### config.mk
export PLATFORM = sky130hd
export DESIGN_NAME = pipe_hazard_ctrl
export DESIGN_NICKNAME = d
export VERILOG_FILES = /design/src/rtl/pipe_hazard_ctrl.sv
export SDC_FILE = /design/constraint.sdc
export NUM_CORES = 1
export LEC_CHECK = 0
export CAP_MARGIN = 10
export CORE_MARGIN = 2
export CORE_UTILIZATION = 43
export CTS_CLUSTER_SIZE = 16
export DETAILED_ROUTE_END_ITERATION = 6
export HOLD_SLACK_MARGIN = 0.1
export PLACE_DENSITY = 0.76
export SETUP_SLACK_MARGIN = 0.05
export SLEW_MARGIN = 10
export SYNTH_ARGS = -nofsm -noshare
export SYNTH_HDL_FRONTEND = slang
export SYNTH_SLANG_ARGS = --single-unit
### constraint.sdc
create_clock -name clk -period 1.9 [get_ports clk]
set_input_delay 0.19 -clock clk [delete_from_list [all_inputs] [get_ports clk]]
set_output_delay 0.19 -clock clk [all_outputs]
set_load 0.005 [all_outputs]
### src/rtl/pipe_hazard_ctrl.sv
// Pipeline sequencer: PC/IF-ID advance, hold or flush; ID/EX load, hold or bubble.
// Handles load-use hazards, EX redirects and data-memory wait with a timeout trap.
//
// Ports:
//   clk, rst_n              clock, asynchronous active-low reset
//   ID_Rs, ID_Rt, ID_UsesRt source registers of the instruction in ID
//   EX_Rt, EX_MemtoReg,
//   EX_RegWr, Jump_EX       ID/EX register fields
//   Branch_taken            branch condition true in EX
//   Mem_busy                data memory not ready this cycle
//   PC_Wr, IFID_Wr,
//   IFID_Flush              PC and IF/ID control
//   IDEX_Bubble, IDEX_Hold  ID/EX control
//   Mem_err                 sticky memory-timeout trap flag
//   Stall_cnt, Redir_cnt    saturating performance counters
module pipe_hazard_ctrl #(
    parameter int MEM_TIMEOUT = 64,
    parameter int CNT_W       = 16
) (
    input  logic             clk,
    input  logic             rst_n,
    input  logic [4:0]       ID_Rs,
    input  logic [4:0]       ID_Rt,
    input  logic             ID_UsesRt,
    input  logic [4:0]       EX_Rt,
    input  logic             EX_MemtoReg,
    input  logic             EX_RegWr,
    input  logic             Branch_taken,
    input  logic             Jump_EX,
    input  logic             Mem_busy,
    output logic             PC_Wr,
    output logic             IFID_Wr,
    output logic             IFID_Flush,
    output logic             IDEX_Bubble,
    output logic             IDEX_Hold,
    output logic             Mem_err,
    output logic [CNT_W-1:0] Stall_cnt,
    output logic [CNT_W-1:0] Redir_cnt
);

    localparam int WW = (MEM_TIMEOUT > 0) ? $clog2(MEM_TIMEOUT + 1) : 1;
    localparam int TL = (MEM_TIMEOUT > 0) ? MEM_TIMEOUT - 1 : 0;
    localparam logic [WW-1:0] TO_LAST = WW'(TL);

    typedef enum logic [1:0] {
        RUN,
        MWAIT,
        ERR
    } state_t;

    state_t        state;
    logic [WW-1:0] wait_cnt;

    logic ldu;
    logic redir;
    logic frz;
    logic do_redir;
    logic do_ldu;
    logic timeout;

    assign ldu = EX_MemtoReg & EX_RegWr & (EX_Rt != 5'd0)
               & ((EX_Rt == ID_Rs) | (ID_UsesRt & (EX_Rt == ID_Rt)));
    assign redir = Branch_taken | Jump_EX;

    // Mutually exclusive decision terms encode the priority
    // Mem_busy > redirect > load-use; ERR freezes unconditionally.
    assign frz      = (state == ERR) | Mem_busy;
    assign do_redir = ~frz & redir;
    assign do_ldu   = ~frz & ~redir & ldu;

    // The edge that completes the MEM_TIMEOUT-th busy cycle traps.
    assign timeout = (MEM_TIMEOUT != 0) && (wait_cnt == TO_LAST);

    always_comb begin
        PC_Wr       = 1'b1;
        IFID_Wr     = 1'b1;
        IFID_Flush  = 1'b0;
        IDEX_Bubble = 1'b0;
        IDEX_Hold   = 1'b0;
        if (!rst_n) begin
            PC_Wr       = 1'b0;
            IFID_Wr     = 1'b0;
            IFID_Flush  = 1'b1;
            IDEX_Bubble = 1'b1;
        end else begin
            unique case (1'b1)
                frz: begin
                    PC_Wr     = 1'b0;
                    IFID_Wr   = 1'b0;
                    IDEX_Hold = 1'b1;
                end
                do_redir: begin
                    IFID_Flush  = 1'b1;
                    IDEX_Bubble = 1'b1;
                end
                do_ldu: begin
                    PC_Wr       = 1'b0;
                    IFID_Wr     = 1'b0;
                    IDEX_Bubble = 1'b1;
                end
                default: ;
            endcase
        end
    end

    always_ff @(posedge clk or negedge rst_n) begin
        if (!rst_n) begin
            state     <= RUN;
            wait_cnt  <= '0;
            Mem_err   <= 1'b0;
            Stall_cnt <= '0;
            Redir_cnt <= '0;
        end else begin
            if (!PC_Wr && !(&Stall_cnt))
                Stall_cnt <= Stall_cnt + CNT_W'(1);
            if (do_redir && !(&Redir_cnt))
                Redir_cnt <= Redir_cnt + CNT_W'(1);
            if (state != ERR) begin
                if (Mem_busy) begin
                    if (timeout) begin
                        state   <= ERR;
                        Mem_err <= 1'b1;
                    end else begin
                        state <= MWAIT;
                    end
                    // Only reachable as a limit when the timeout is disabled.
                    if (!(&wait_cnt))
                        wait_cnt <= wait_cnt + WW'(1);
                end else begin
                    state    <= RUN;
                    wait_cnt <= '0;
                end
            end
        end
    end

endmodule

# Yosys cells after proc, flatten, opt, wreduce, memory -nomap -nowiden
# Cells that the tools add are included.
[totals]
reg_bits = 42
inputBits = 23
out_inout_bits = 38
[classes]
n_addsub = 3
eq_ne = 6
n_mux = 12
bitwise_logic = 12
n_reduce_logical = 13
[ops]
columns = ["op", "n"]
rows = [
  ["adder 16 x 1 -> 16 bit, second input constant", 2],
  ["AND reduction 16 bit", 2],
  ["two-way mux 7 bit", 2],
  ["== test 5 bit", 2],
  ["two-way mux 1 bit", 8],
  ["adder 7 x 1 -> 7 bit, second input constant", 1],
  ["bitwise AND 1 bit", 7],
  ["== test 7 x 6 -> 1 bit, second input constant", 1],
  ["AND reduction 7 bit", 1],
  ["nonzero test 5 bit", 1],
  ["two-way mux 2 bit", 2],
  ["!= test 2 bit, second input constant", 2],
  ["OR reduction 2 bit", 2],
  ["zero test 1 bit", 3],
  ["bitwise OR 1 bit", 3],
  ["AND reduction 3 bit", 1],
  ["== test 2 bit, second input constant", 1],
  ["logical AND 1 bit", 2],
  ["inverter 1 bit", 2],
  ["AND reduction 2 bit", 1],
]

# Longest topological paths before layout
# Gate-level depths: netlist of run 1.
[logic_depth]
depth_word = 10
ltp_mapped = 8
ltp_nobuf = 7

# Least setup slack after synthesis of run 1
# OpenSTA, ideal clock, no wires.
[synth_path]
kind = "reg-to-reg"
from = "reg wait_cnt[0]"
to = "reg wait_cnt[5]"
setup_time_ps = 78
t_arrival_ps = 1793
required_time_ps = 1822
path_slack_ps = 30
stages_incl_launch_ff = 8
path_buffers = 0
cell_sequence = "dfrtp_1 ha_1 and3_1 and3_1 a21oi_1 nand4_1 or3_1 a21oi_1"
[synth_between]
elab_chain_len = 3
word_cells_on_any_way = 6
classes_between = "add/sub (1); eq/ne (1); mux (2); reduce/logical (2)"
[synth_rtl]
columns = ["element", "line_no", "source"]
rows = [
  ["from (decl)", "52", "logic [WW-1:0] wait_cnt;"],
  ["from (signal assigned)", "128", "wait_cnt <= wait_cnt + WW'(1);"],
  ["adder 7 x 1 -> 7 bit or AND reduction 7 bit (tied branches)", "128, 127", ""],
  ["two-way mux 7 bit or != test 2 bit (tied branches)", "-", ""],
  ["two-way mux 7 bit or AND reduction 2 bit (tied branches)", "-", ""],
]
# Several ways; a longest one is shown, not always the timed one. The select of a mux whose other input is x is not followed.
# A chain may end at the register's enable or synchronous reset.

# Final worst setup path of run 1
[layout_path]
from = "reg Stall_cnt[0]"
to = "reg Stall_cnt[6]"
[layout_between]
elab_chain_len = 3
word_cells_on_any_way = 4
classes_between = "add/sub (1); reduce/logical (3)"
[layout_rtl]
columns = ["element", "line_no", "source"]
rows = [
  ["from (decl)", "37", "output logic [CNT_W-1:0] Stall_cnt,"],
  ["from (signal assigned)", "115", "Stall_cnt <= Stall_cnt + CNT_W'(1);"],
  ["branches (longest 3 deep; another with adder 16 x 1 -> 16 bit)", "-", ""],
]
# Parallel ways; which one is timed is not known.

==> impl_summary.md, run 1 <==
Power
The power density normalized to cell area is 857 nW/um^2. The leakage power summed over all cells is 1.46 nW. Across the VDD grid, the largest voltage drop is 0.603 mV.

Die
The core region is between 4000 and 5000 um^2. The initial core utilization is around 45%. The die covers 5570 um^2.

Measured along the x axis, the die boundary spans 74.7 um. In this run the vertical extent of the chip is around 75 um. 61 I/O pins were placed. The number of placement rows is 25.

Synthesis
Counting every net in the synthesized netlist gives 233. The biggest area contributor in the post-synthesis netlist is dfrtp_1. The total standard cell area after synthesis is 2150 um^2. Counting flops with an async set or reset pin after synthesis yields a share of 100%. By count the netlist is led by dfrtp_1 (42), xnor2_1 (33), nand2_1 (29), nor2_1 (14), nand4_1 (12). The most common flop cell mapped by yosys is dfrtp_1. Synthesis inferred 42 register bits. The average size of a mapped cell is 10.4 um^2. Synthesis instantiated 38 different standard cells from the library. The count of mapped cells out of synthesis is 207. During synthesis, Yosys emitted a total of 0 warnings. The number of enable flip-flop cells after synthesis is 0.

By area the synthesized netlist is led by dfrtp_1 (49%), xnor2_1 (13%), nand2_1 (5.1%). The share of the synthesized area in the top cell type is 49.0%. The sequential cell area fraction in the yosys report is about half. The most common cell in the netlist is dfrtp_1.

Timing
The maximum operating frequency is 526 MHz. The post-layout minimum cycle time is between 1.5 and 2 ns. Setup violations remaining at the end of the flow were counted as 1. Setup repair after global routing could not meet its margin everywhere. The clock tree skew after final layout is 0.00321 ns. Hold is met by between 0.4 and 0.5 ns. The worst slew margin relative to its limit is 75.7%. The setup slack of the critical path after layout is -0.000896 ns. The setup TNS after final layout is -0.000896 ns. The number of failing hold endpoints at the final stage came to 0.

The final number of max-transition violations came to 0. The transition time at the pin with the least slew margin is 0.365 ns. The worst path uses 100% of the clock period.

Status
The checks that failed: negative setup slack. The run finished, with violations left.

Critical path
The start-to-end type of the worst setup path is flip-flop to flip-flop. The critical path capture point type is a flip-flop. The launching element type of the critical path is a flip-flop. The worst register-to-register path ends at Stall_cnt[6]$_DFFE_PN0P_. The start of the worst register-to-register path is Stall_cnt[0]$_DFFE_PN0P_.

The critical path data arrival time is 2.08 ns. The cell type of the slowest stage on the worst timing path is dfrtp_1. For the worst setup path, the data required time is 2.08 ns.

Walking the worst path, the cells encountered are ha_2 -> nand3_2 -> and2b_2 -> a32oi_2 -> o21ai_2 -> or3_1 -> xnor2_1. The peak per-stage delay on the critical path is around 0.40 ns. The count of cells along the worst register-to-register path is 7. Along the worst path, the maximum fanout reaches 4.

The worst register-to-register path has a setup slack of -0.0009 ns.

Global routing
Entering global routing, the biggest net connects 28 pins. The first global-routing pass estimated about 8.0 mm of wire. The number of global-route vias before repair came to 1856. For this run the aggregate overflow at the end of global routing stands at 0.

The initial antenna violation count is 0. Global routing used between 10% and 20% of the available tracks.

Clock network
The cell sitting at the root of the clock tree is a clkbuf_8. Buffers inserted during clock tree synthesis total 5. The clock tree from TritonCTS is yes.

At the later pin of the worst-skew pair, clock insertion delay measures 0.29 ns. The number of buffers between clock root and the deepest sink is 2. The clock net in this run drives a total of 42 sinks. The H-tree was split into 2 levels. The clock-pin slew on the worst setup and hold paths is ~0.080 ns.

Finish
In the final design database the tool counted 345 nets. The share of layout cells above drive strength 1 is 28.7%. The area growth from synthesis to layout is 57.9%. 0 antenna diodes ended up in the layout. Leaving out filler cells and counting taps, the final layout contains 387.

Drt
In this run the remaining antenna-violating nets after routing total 0. The per-cell via count in the routed design is 4.98. The wire length per cell is 13.1 um.

The number of DRC violations after detailed-routing iteration 0 is 42. The first detailed-routing pass took 4 iterations. Summing over every cut layer, the via total after detailed routing is 1928.

For this block, the routed nets add up to 5.06 mm of wire. The post-route DRC violation count is 0.

Worst hold path
The type of the most critical hold path is flip-flop to flip-flop. The path with the worst hold slack has its endpoint at Mem_err$_DFFE_PN0P_. The cell depth of the worst min-delay path is 1. The hold path startpoint is Mem_err$_DFFE_PN0P_.

Place
The placement-stage worst setup slack is -0.536 ns. In this run the tool buffered the top-level ports with 60 buffer cells. The placer's final routability congestion estimate is 0.865. After detailed placement, the design holds a cell count of approximately 370. The HPWL after detailed placement is 3.67 mm.

Run
Max-cap violations in this run came to 0.
## logic make-up (layout without fill, tap and decap cells)
family / count (synthesis) / count (layout) / synth area share (%)
AO/OA/AOI/OAI: 16 / 16 / 6.12
XOR/XNOR: 43 / 43 / 17.5
adder cells (fa/ha/maj): 3 / 3 / 1.75
buffers and inverters: 7 / 120 / 2.45
flip-flops: 42 / 42 / 49.0
multiplexers: 1 / 1 / 0.524
AND/OR/NAND/NOR: 95 / 95 / 22.7
## worst max path at each step
| stage | from | to | cells after the start |
|---|---|---|---|
| 6_report | Stall_cnt[0]$_DFFE_PN0P_ | Stall_cnt[6]$_DFFE_PN0P_ | 7 |
| 5_1_grt | Stall_cnt[0]$_DFFE_PN0P_ | Stall_cnt[6]$_DFFE_PN0P_ | 7 |
| 4_1_cts | EX_Rt[4] | PC_Wr | 8 |
| 3_5_place_dp | EX_Rt[1] | PC_Wr | 6 |
| 3_3_place_gp | EX_Rt[1] | IFID_Wr | 6 |
| 2_1_floorplan | Stall_cnt[0]$_DFFE_PN0P_ | Stall_cnt[6]$_DFFE_PN0P_ | 7 |
## layer usage
metal	vias to the layer above	wire length (um)	global-route usage [%]
met4	0	71	6.94
li1	946	-	-
met3	7	264	4.69
met5	-	0	0
met2	46	2470	32.0
met1	929	2250	23.5
## worst max-delay path: cells and delay by family, from the launching register on
| kind | cells | cell delay (ns) |
|---|---|---|
| and+or+nand+nor | 3 | 0.71 |
| DFF | 1 | 0.40 |
| AOI/OAI and AO/OA | 2 | 0.37 |
| adders and majority gates | 1 | 0.19 |
| xor gates and xnor gates | 1 | 0.13 |
## area by class of cell
class | count | area (um^2)
Sequential cell | 42 | 1050
Clock inverter | 2 | 37.5
Tap cell | 67 | 83.8
Clock buffer | 6 | 72.6
Inverter | 3 | 11.3
Multi-Input combinational cell | 158 | 1180
Timing Repair Buffer | 109 | 956
Fill cell | 366 | 1370
## through the flow
stage          util, %  instance area [um^2]  power [W]
2_1_floorplan        -                  2150    0.00154
3_3_place_gp      64.5                  3070    0.00213
3_5_place_dp      64.5                  3070    0.00215
4_1_cts           68.7                  3260    0.00286
5_1_grt           71.3                  3390    0.00309
6_report          71.3                  3390    0.00290
## flip-flops by register name, indices dropped and copies added (netlist names)
register	flops
wait_cnt	7
Redir_cnt	16
state	2
Stall_cnt	16
Mem_err	1
## timing repair
action                                  4_1_cts  5_1_grt
hold buffers                                  2        0
buffers inserted                              5        6
gates resized for setup                      36       22
endpoints found under the setup margin       18       25
endpoints found under the hold margin        15        0
pin swaps                                     5       15
## layout by cell type (no fill, tap or decap), types with 4 or more instances in the layout
cell type | Yosys | final
clkdlybuf4s50_1 | 0 | 47
buf_4 | 1 | 47
xnor2_1 | 33 | 33
nor2_1 | 14 | 12
dlygate4sd2_1 | 0 | 4
nand3_1 | 10 | 9
nand2_1 | 29 | 29
dfrtp_1 | 42 | 42
nand4_1 | 12 | 12
clkbuf_8 | 0 | 5
xor2_1 | 10 | 10
## where the power goes
| group | internal (W) | switching [W] |
|---|---|---|
| Sequential | 0.00105 | 0.000149 |
| Clock | 0.000392 | 0.000295 |
| Combinational | 0.000638 | 0.000381 |
| Total | 0.00208 | 0.000824 |
Power figures use the tool's default switching activity.
==> run 2: changes to the inputs <==
- CELL_PAD_IN_SITES_DETAIL_PLACEMENT: not set -> 0
- CELL_PAD_IN_SITES_GLOBAL_PLACEMENT: not set -> 2
- CORE_UTILIZATION: 43 -> 34
- DONT_BUFFER_PORTS: not set -> 1
- PLACE_DENSITY: 0.76 -> not set
- PLACE_DENSITY_LB_ADDON: not set -> 0.1
==> run 2 against run 1 <==
Net effect:
- the run now ends clean
- sequential power is essentially flat
- wire length grew 0.14%
- count of clock-buffer cells in the layout shrank 1
- register-to-register slack gained 0.09 ns
- critical path type unchanged
- core utilization shrank 25 points
- critical path depth grew 1
- total power shrank 5.8%
- clock power grew 26%
- final area shrank 18%
- sequential share of layout area grew 7.0 points
- hold slack lost 0.27 ns
- cell count shrank 15%
==> impl_summary.md, run 2 (synthesis results as in run 1) <==
Status
The flow ran to the end, and the final reports show no timing, DRC or antenna violations.

Power
The sum of internal, switching and leakage power is 0.00273 W (-5.8%). The leakage power summed over all cells is 1.20 nW (-18%). The power density normalized to cell area came to 989 nW/um^2 (+15%).

The maximum ir drop on the vdd rail came to 0.584 mV (-3.2%).

Finish
The share of layout cells above drive strength 1 was 29.2% (+0.50 points). The library cells used most frequently in the layout, excluding fill and tap cells, are dfrtp_1 (42), buf_4 (38), xnor2_1 (33), nand2_1 (28), nor2_1 (14). The layout net count is 278 (-19%). Compared with the post-synthesis result, the final layout area differs by 28.7%. The largest registers in the layout are Redir_cnt (16), Stall_cnt (16), wait_cnt (7). Leaving out fill and tap cells, the most frequent cell in the layout is dfrtp_1. The number of diodes added for antenna fixing was 0 (unchanged).

Clock network
The total number of clock tree sinks is 42 (unchanged). The cell chosen for the clock root is clkbuf_8. The number of buffers created by CTS came to 5 (unchanged). The deepest level of the CTS H-tree came to 2 (unchanged). The clock tree from TritonCTS is yes. The number of buffers between clock root and the deepest sink is 2 (unchanged). The clock-pin slew on the worst setup and hold paths is 0.09 ns (about the same). The clock network latency to the later pin of the worst-skew pair came to 0.30 ns (about the same).

Drt
The number of DRC violations after detailed-routing iteration 0 was 59 (+40%). The total detailed-routing wirelength was 5.06 mm (+0.14%). The wire length per cell was 15.4 um (+18%). The per-cell via count in the routed design is 5.07 (+1.8%). The overall via count from detail_route is 1663 (-14%).

The number of iterations in the first detailed-routing pass is 4 (unchanged). The post-route DRC violation count is 0 (unchanged). The number of antenna-violating nets in the routed design was 0 (unchanged).

Critical path
The slack of the worst reg-to-reg path was 0.09 ns (+0.09 ns). The worst setup path is captured at a flip-flop. The largest driver fanout on the critical path is 6 (+2). The worst setup path is launched from a flip-flop.

The critical path data arrival time is 2.01 ns (-0.07 ns). The start-to-end type of the worst setup path is flip-flop to flip-flop. The required time of the worst setup path was 2.09 ns (about the same).

Timing
The setup TNS after final layout is 0 ns (+0.000896 ns). The setup-violating endpoint count in the final report is 0 (-1). The final hold slack is 0.220 ns (-0.267 ns). The worst slew margin relative to its limit is 76.4% (+0.68 points). Setup repair after global routing could not meet its margin everywhere.

The post-layout minimum cycle time is 1.81 ns (-0.0880 ns). The period utilization is 95.4% (-4.6 points). The maximum operating frequency is 552 MHz (+4.9%). The transition time at the pin with the least slew margin is 0.353 ns (-0.0114 ns). The number of failing hold endpoints at the final stage is 0 (unchanged). The clock tree skew after final layout is 0.00888 ns (+0.00567 ns). The final number of max-transition violations is 0 (unchanged).

Place
The number of buffers inserted by port buffering is 0 (-100%). The placer's final routability congestion estimate is 0.791 (-8.5%). The sum of net half-perimeters after detailed placement is 3.70 mm (+0.62%).

Die
The die footprint is 6970 um^2 (+25%). The floorplan die height is 83.5 um (+12%). The number of placed I/O pins came to 61 (unchanged). The total core area is 6030 um^2 (+27%).

The initial core utilization is 35.6% (-9.5 points). The number of placement rows is 28 (+12%). The die extent in x is 83.5 um (+12%).

Global routing
The overflow left after global routing is 0 (unchanged). The number of global-route vias before repair is 1747 (-5.9%). The initial antenna violation count is 0 (unchanged). The first-pass GRT wire length came to 8.44 mm (+4.9%). The maximum number of pins on one net before global-route repair was 43 (+54%).

The global routing usage summed across all routing layers is 14.9% (-4.0 points).

Worst hold path
The path class of the tightest hold or removal check is input pin to flip-flop.

Run
The max-cap check violation count is 0 (unchanged).
run 2: changes by cell type in the layout (fill, tap and decap cells not counted), moves of 2 or more:
cell             before  now
nor3_2                3    1
dlygate4sd2_1         4    0
buf_2                 3    0
buf_4                47   38
nor2_1               12   14
nor3_1                1    4
clkdlybuf4s50_1      47    0
dlymetal6s2s_1        2    0
run 2: repair_timing:
action,4_1_cts,5_1_grt
gates resized for setup,6,14
endpoints found under the hold margin,47,0
setup buffers,1,2
setup endpoints to repair,5,24
pin swaps,3,8
hold buffers,3,0
run 2: worst max-delay path, stage by stage, from the launching register on:
cell and delay, ns:
dfrtp_1 0.39, ha_2 0.20, nand3_2 0.08, and2b_2 0.23, a32oi_2 0.20, o21a_1 0.19, buf_4 0.15, nand4_1 0.11
xnor2_1 0.15
run 2: metrics by stage:
stage / util (%) / instances / cell area [um^2] / setup WS, ns
final: 45.9 / 328 / 2760 / 0.0871
after global routing: 45.9 / 328 / 2760 / -0.0240
after CTS: 44.6 / 326 / 2690 / 0.0586
after detailed placement: 41.1 / 314 / 2470 / 0.0547
after global placement: 41.1 / 314 / 2470 / 0.0550
after floorplan: - / 207 / 2150 / 0.0664
run 2: final timing paths:
check                                               start                   endpoint  cells past startpoint
worst min-delay path                             Mem_busy    wait_cnt[6]$_DFFE_PN0P_                      3
worst min register to register  Stall_cnt[11]$_DFFE_PN0P_  Stall_cnt[11]$_DFFE_PN0P_                      1
worst max-delay path             Stall_cnt[0]$_DFFE_PN0P_   Stall_cnt[9]$_DFFE_PN0P_                      8
worst max register to register   Stall_cnt[0]$_DFFE_PN0P_   Stall_cnt[9]$_DFFE_PN0P_                      8
max in group asynchronous                           rst_n    wait_cnt[3]$_DFFE_PN0P_                      2
min in group asynchronous                           rst_n  Stall_cnt[13]$_DFFE_PN0P_                      2
run 2: layout make-up:
class	instances	area, um^2
fill	581	3260
multi-input combinational	158	1130
sequential	42	1050
timing repair buffer	42	344
tap	75	93.8
clock buffer	5	68.8
clock inverter	3	68.8
inverter	3	11.3
run 2: power breakdown:
group	internal (W)	total, W	switching [W]
clock network	0.000527	0.000863	0.000336
registers	0.00105	0.00119	0.000142
logic	0.000347	0.000680	0.000333
total	0.00192	0.00273	0.000811
run 2: metal layers:
layer  track usage (%)  wire (um)  up-vias
li1                  -          -      804
met1              17.1       2060      812
met2              26.5       2630       42
met3              5.24        321        5
met4              3.67         53        0
met5                 0          0        -
==> run 3: changes to the inputs <==
- CTS_CLUSTER_SIZE: 16 -> not set
==> results of run 3 <==
Same layout as run 2: the final DEF is identical, and so are final timing and power.
